$ cat config.mk
export PLATFORM = sky130hd
export DESIGN_NAME = param_counter
export DESIGN_NICKNAME = d
export VERILOG_FILES = /design/src/rtl/param_counter_pkg.sv /design/src/rtl/param_counter.sv
export SDC_FILE = /design/constraint.sdc
export NUM_CORES = 1
export LEC_CHECK = 0
export CAP_MARGIN = 30
export CELL_PAD_IN_SITES_DETAIL_PLACEMENT = 0
export CELL_PAD_IN_SITES_GLOBAL_PLACEMENT = 1
export CORE_AREA = 2 2 42 44
export CTS_CLUSTER_DIAMETER = 200
export DETAILED_ROUTE_END_ITERATION = 6
export DIE_AREA = 0 0 44 46
export GPL_ROUTABILITY_DRIVEN = 0
export PLACE_DENSITY = 0.86
export SYNTH_ARGS = -nofsm -noshare
export SYNTH_HDL_FRONTEND = slang
export SYNTH_SLANG_ARGS = --single-unit
$ cat constraint.sdc
create_clock -name clk -period 3.7 [get_ports clk]
set_input_delay 0.74 -clock clk [delete_from_list [all_inputs] [get_ports clk]]
set_output_delay 0.74 -clock clk [all_outputs]
set_load 0.05 [all_outputs]
$ cat src/rtl/param_counter_pkg.sv
// Shared constants and parameter-legality helper for the modulo up/down counter.
package param_counter_pkg;

  localparam int WRAP = 0;
  localparam int SAT  = 1;

  // A modulus is usable when it covers at least two states and fits in WIDTH bits.
  function automatic bit modulus_ok(input int width, input int modulus);
    return (modulus >= 2) && (modulus <= (1 << width));
  endfunction

endpackage

$ cat src/rtl/param_counter.sv
// Modulo-MODULUS up/down counter with clear/load, wrap or saturate at the bounds,
// a one-cycle terminal-count pulse and a sticky overflow flag.
module param_counter
  import param_counter_pkg::*;
#(
  parameter int WIDTH    = 4,
  parameter int MODULUS  = 16,
  parameter int SATURATE = WRAP
) (
  input  logic             clk,
  input  logic             rst,
  input  logic             enable,
  input  logic             up,
  input  logic             clear,
  input  logic             load,
  input  logic [WIDTH-1:0] load_value,
  output logic [WIDTH-1:0] count,
  output logic             tc,
  output logic             at_zero,
  output logic             at_max,
  output logic             overflow
);

  if (!modulus_ok(WIDTH, MODULUS)) begin : g_bad_modulus
    $error("param_counter: MODULUS must lie in 2..2**WIDTH");
  end

  // One extra bit so MODULUS == 2**WIDTH is representable without truncation.
  localparam logic [WIDTH:0] MOD_EXT = (WIDTH + 1)'(MODULUS);
  localparam logic [WIDTH:0] MAX_EXT = MOD_EXT - 1'b1;

  logic [WIDTH:0]   count_ext;
  logic [WIDTH:0]   inc_ext;
  logic [WIDTH:0]   dec_ext;
  logic [WIDTH-1:0] count_next;
  logic             tc_next;
  logic             overflow_next;
  logic             bound_hit;

  assign count_ext = {1'b0, count};
  assign inc_ext   = count_ext + 1'b1;
  assign dec_ext   = count_ext - 1'b1;
  assign at_zero   = (count == '0);
  assign at_max    = (count_ext == MAX_EXT);

  always_comb begin
    count_next    = count;
    tc_next       = 1'b0;
    overflow_next = overflow;
    bound_hit     = 1'b0;
    if (clear) begin
      count_next    = '0;
      overflow_next = 1'b0;
    end else if (load) begin
      // Out-of-range load values clamp to the top of the range.
      if ({1'b0, load_value} < MOD_EXT) count_next = load_value;
      else                              count_next = MAX_EXT[WIDTH-1:0];
    end else if (enable) begin
      if (up) begin
        if (at_max) begin
          bound_hit  = 1'b1;
          count_next = (SATURATE == SAT) ? count : '0;
        end else begin
          count_next = inc_ext[WIDTH-1:0];
        end
      end else begin
        if (at_zero) begin
          bound_hit  = 1'b1;
          count_next = (SATURATE == SAT) ? count : MAX_EXT[WIDTH-1:0];
        end else begin
          count_next = dec_ext[WIDTH-1:0];
        end
      end
    end
    if (bound_hit) begin
      tc_next       = 1'b1;
      overflow_next = 1'b1;
    end
  end

  always_ff @(posedge clk or negedge rst) begin
    if (!rst) begin
      count    <= '0;
      tc       <= 1'b0;
      overflow <= 1'b0;
    end else begin
      count    <= count_next;
      tc       <= tc_next;
      overflow <= overflow_next;
    end
  end

endmodule

==> flow_summary_export.csv <==
group,metric,value,unit
routing,drt_first_pass_iters,4,
setup_path,cp_cell_sequence,"inv_1, ha_1, nor3b_2, clkdlybuf4s50_1",
grt,grt_antenna_before_repair,0,
yosys,synthAdderAreaFrac,0.0543,
timing,fmax,0.354,GHz
setup_path,path_max_fanout,9,
setup_path,critPathLaunchType,"register",
setup_path,r2r_end,"count[3]",
setup_path,cpPeakStageDelay,0.85,ns
place,dp_hpwl,884,um
yosys,synth_top_cell_area_share,0.326,
floorplan,die_h,46,um
routing,route.detailed.drc,0,
routing,routedWlPerCell,13.3,um
setup_path,worstRegToRegCells,5,
finish,final_layout_size_suffix_gt1_frac,0.100,
yosys,synth_cell_type_count,29,
hold_path,holdCritStartpoint,"overflow",
yosys,yosysMostFrequentCell,"inv_1",
setup_path,critPathKind,"register to primary output",
clock_tree,clkSinkCount,6,
timing,slew_violations,0,
setup_path,slowest_stage,"clkdlybuf4s50_1",
timing,worstMarginPinSlew,0.514,ns
job,maxCapViolations,0,
setup_path,critPathCaptureType,"primary output",
yosys,synth_common_cells,"9 x inv_1, 6 x dfrtp_1, 4 x a21oi_1",
timing,rsz0062_at_grt,"false",
yosys,synth_cells,53,
clock_tree,post_cts_resized,0,
hold_path,min_path_cells,2,
grt,grt_pass1_wl,2.06,mm
yosys,synth.mux.area_fraction,0.0435,
yosys,synthSimpleGateAreaFrac,0.177,
yosys,synth_area,460,um^2
grt,grt_pass1_vias,481,
yosys,synth_top_family_by_area,"compound AO/OA/AOI/OAI gates",
floorplan,core,1610,um^2
timing,finalSetupViolations,0,
power,finalPower,0.221,mW
clock_tree,cts_tree,"built",
routing,vias_per_cell,5.24,
grt,globalRouteOverflowTotal,0,
routing,routed-via-count,456,
clock_tree,cts_root_buf,"clkbuf_4",
floorplan,start_util,0.285,
routing,wl,1.15,mm
yosys,synth_nets,65,
yosys,ys_ff_latch,6,
status,status,"finished clean",
floorplan,die_w,44,um
yosys,synth_area_leader_cell,"dfrtp_1",
setup_path,arrival,2.09,ns
setup_path,worstPathRequired,2.96,ns
clock_tree,clk_latency,0.25,ns
finish,nets,84,
yosys,ys_warn_count,0,
floorplan,dieArea,2020,um^2
routing,drtAntennaViolNets,0,
yosys,ys_seq_area_frac,0.326,
yosys,ys.flop_type,"dfrtp_1",
power,cellLeakagePower,0.275,nW
floorplan,ios,18,
yosys,synthXorXnorAreaFrac,0.0380,
timing,hold_viol,0,
clock_tree,htreeDepth,1,
clock_tree,cts_hold_buf,0,
timing,fin_skew,0.00717,ns
yosys,synth_compound_area_frac,0.245,
yosys,ys_top_cells_by_area,"dfrtp_1 33%, inv_1 7.3%, ha_1 5.4%",
yosys,synth-edff-count,0,
grt,grt_max_degree,11,
timing,setup_tns,0,ns
finish,num_antenna_cells,0,
yosys,synth-async-reset-ratio,1.00,
clock_tree,path_clk_slew,0.05,ns
timing,period_share,0.764,
power,vdd.ir_drop.worst,0.223,mV
timing,max_slew_margin,0.649,
finish,area_delta_synth_final,42.1,%
grt,grt.total_usage,0.140,
hold_path,hold_class,"register to register",
setup_path,rr_startpoint,"count[0]",
clock_tree,cts_buffers,3,
clock_tree,cts_max_path_buffers,2,
place,io_buffer_count,17,
power,power-per-cell-area,337,nW/um^2
clock_tree,cts_setup_buffers,0,
hold_path,holdPathEnd,"overflow",
timing,period_needed,2.83,ns
floorplan,num_rows,15,
setup_path,r2r_setup_slack,1.96,ns
routing,drt-initial-drc-count,13,
yosys,syn_area_per_cell,8.69,um^2
final cells by class:
type | instances | area (um^2)
inverter | 9 | 33.8
timing repair buffer | 17 | 170
clock buffer | 3 | 22.5
tap | 17 | 21.3
fill | 166 | 960
multi-input combinational | 35 | 256
sequential | 6 | 150
per-layer routing:
metal | GRT usage | part of all wire | vias up
met5 | 0 | 0 | -
li1 | - | - | 224
met3 | 0.0675 | 0.076 | 0
met1 | 0.158 | 0.43 | 213
met2 | 0.244 | 0.49 | 19
met4 | 0.0182 | 0 | 0
layout by cell type (no fill, tap or decap), types with 2 or more instances in the layout:
cell,Yosys,layout
clkdlybuf4s50_1,0,17
inv_1,9,9
dfrtp_1,6,6
a21oi_1,4,4
clkbuf_4,0,3
nand2b_1,2,2
nor2_1,2,2
nand2_1,2,2
a21oi_2,2,2
mux2i_1,2,2
xnor2_1,2,2
o21ai_0,2,2
ha_1,2,2
state kept, by name, indices dropped and copies added (netlist names):
register  count
overflow      1
count         4
tc            1
power by group:
part           switching (mW)  internal, mW  leakage (nW)
logic                  0.0447        0.0343         0.181
clock network          0.0260        0.0369        0.0138
registers             0.00893        0.0700        0.0795
metrics by stage:
stage,hold slack [ns],area (um^2),setup WS (ns),util,std cells
6_report,0.534,654,0.872,0.405,87
5_1_grt,0.556,654,0.745,0.405,87
4_1_cts,0.542,654,0.861,0.405,87
3_5_place_dp,0.530,632,1.15,0.391,84
3_3_place_gp,0.510,632,1.18,0.391,84
2_1_floorplan,0.444,460,1.32,-,53
worst max-delay path by stage:
stage,startpoint,end,slack [ns],cells after the start
after floorplan,count[0],at_zero,1.32,3
after global placement,count[0],at_zero,1.18,4
after detailed placement,count[0],at_zero,1.15,4
after CTS,count[0],at_zero,0.86,4
after global routing,count[0],at_zero,0.75,4
final,count[0],at_zero,0.87,4
critical path, delay by kind of cell, from the launching register on:
family	cells	cell delay, ns
and+or+nand+nor	1	0.24
adders and majority gates	1	0.18
DFF	1	0.46
buffers and inverters	2	0.97
cell families (layout without fill, tap and decap cells):
family	Yosys count	after routing
and+or+nand+nor	13	13
DFF	6	6
buffers and inverters	12	29
adders and majority gates	2	2
muxes	2	2
AOI/OAI and AO/OA	16	16
xor gates and xnor gates	2	2
No activity file was read; power rests on OpenSTA's default activity.
==> patch (same flow settings) <==
Change the parameter `WIDTH` from 4 to 6.
--- a/src/rtl/param_counter.sv
+++ b/src/rtl/param_counter.sv
@@ -5,3 +5,3 @@
 #(
-  parameter int WIDTH    = 4,
+  parameter int WIDTH    = 6,
   parameter int MODULUS  = 16,
Ports: changed (resized count and load_value); port bits go from 18 to 22. No check against the original RTL was run, so the function may have changed too.
==> patch against the unedited design <==
- cell area up 34%
- count of clock-buffer cells in the layout did not move
- largest power group is now sequential cells
- highest routed layer is now met4
- setup slack worse by 0.31 ns
- routed wire length grew 50%
- area after synthesis increased by 44%
- sequential cell count rose by 2
- largest cell class unchanged
- first-iteration DRC count is 100% higher
- total power grew 24%
==> patch: results (changes against the unedited design) <==
slew margin rel.=65.21% (+0.36 points); DR WL met2=829 um (+46%); worst hold slack=0.5571 ns (+0.02307 ns); Via Count=685 (+50%); fin nets=116 (+38%); commonest cells in the netlist=nor2_1 (14), dfrtp_1 (8), inv_1 (6), a21oi_1 (5); Clk pin slew, worst setup/hold paths=0.07 ns (+0.02 ns); DR iter-0 viols=26 (+13); first-pass GRT wire length=2815 um (+36%); Synth area leaders=dfrtp_1 (30%), nor2_1 (7.9%), ha_1 (5.7%); post-detail-place hpwl=1281 um (+45%); register area share after synthesis=30.19% (-2.4 points); switching power total=0.1019 mW (+28%); outcome=complete, no violations; vias in the first global route=614 (+28%); post-CTS setup repair buffer count=0 (unchanged); static leakage=0.3621 nW (+32%); top sig layer=met4; worst clock skew=0.01266 ns (+0.005491 ns); share of post-route cells with drive strength above 1=8.081% (-1.9 points); CP arrival=2.40 ns (+0.31 ns); Top Registers=count x6, overflow x1, tc x1; r2r setup slk=1.64 ns (-0.32 ns); Synth cell types=36 (+24%); Wirelength per Cell=14.87 um (+12%); largest net degree at the start of global routing=15 (+4); GRT Total Usage=19.37% (+5.4 points); CTS Buf Count=3 (unchanged); met3 WL post-DR=68 um (-23%); Net Count, Synth=96 (+48%); filler cell count=164 (-1.2%); synth warn=0 (unchanged)
==> patch: changes by cell type after synthesis, moves of 2 or more <==
cell,before,now
nor2_1,2,14
inv_1,9,6
a21oi_2,2,0
buf_2,1,3
dfrtp_1,6,8
mux2i_1,2,0
nor3_1,1,3
nor4_1,1,3
nor4_2,0,2
==> patch: final timing paths <==
path,from,end,depth (start not counted)
setup / recovery,count[0]$_DFFE_PN0P_,at_zero,5
hold / removal,overflow$_DFFE_PN0P_,overflow$_DFFE_PN0P_,2
setup reg to reg,count[0]$_DFFE_PN0P_,count[4]$_DFFE_PN0P_,6
hold reg to reg,overflow$_DFFE_PN0P_,overflow$_DFFE_PN0P_,2
max in group asynchronous,rst,count[2]$_DFFE_PN0P_,1
min in group asynchronous,rst,count[5]$_DFFE_PN0P_,1
==> patch: through the flow <==
step | setup slack [ns] | cell area (sq um) | instances
2_1_floorplan | 0.4224 | 663.1 | 81
3_3_place_gp | 0.8649 | 857.1 | 113
3_5_place_dp | 0.8425 | 857.1 | 113
4_1_cts | 0.5461 | 879.6 | 116
5_1_grt | 0.4364 | 879.6 | 116
6_report | 0.5620 | 879.6 | 116
==> patch: routing by layer <==
| layer | up-vias | global-route usage [%] |
|---|---|---|
| li1 | 346 | - |
| met1 | 309 | 23.80 |
| met2 | 26 | 31.76 |
| met3 | 4 | 5.159 |
| met4 | 0 | 8.485 |
| met5 | - | 0 |
==> patch: area by class of cell <==
| class | count | area (sq um) | share of cell area [%] |
|---|---|---|---|
| sequential | 8 | 200.2 | 22.76 |
| clock buffer | 3 | 22.52 | 2.560 |
| tap | 17 | 21.27 | 2.418 |
| inverter | 6 | 22.52 | 2.560 |
| multi-input combinational | 61 | 402.9 | 45.80 |
| timing repair buffer | 21 | 210.2 | 23.90 |
==> patch: kinds of logic after synthesis <==
logic type                 count (synthesis)  share of synthesized area [%]
buffers and inverters                     12                          9.055
and+or+nand+nor                           36                          31.13
xor gates and xnor gates                   1                          1.321
adders and majority gates                  3                          5.661
DFF                                        8                          30.19
AOI/OAI and AO/OA                         21                          22.64
==> patch: power by group through the flow <==
stage,clock network [mW],logic [mW],registers (mW)
finish,0.0704,0.0989,0.104
global route,0.0761,0.107,0.106
CTS,0.0727,0.0992,0.104
detailed placement,0,0.0988,0.105
global placement,0,0.0991,0.105
floorplan,0,0.0553,0.117
==> patch: worst max-delay path, stage by stage (launching register included) <==
cell,delay (ns)
dfrtp_1,0.46
inv_1,0.13
ha_1,0.18
or3b_4,0.40
nor3_1,0.13
clkdlybuf4s50_1,0.82
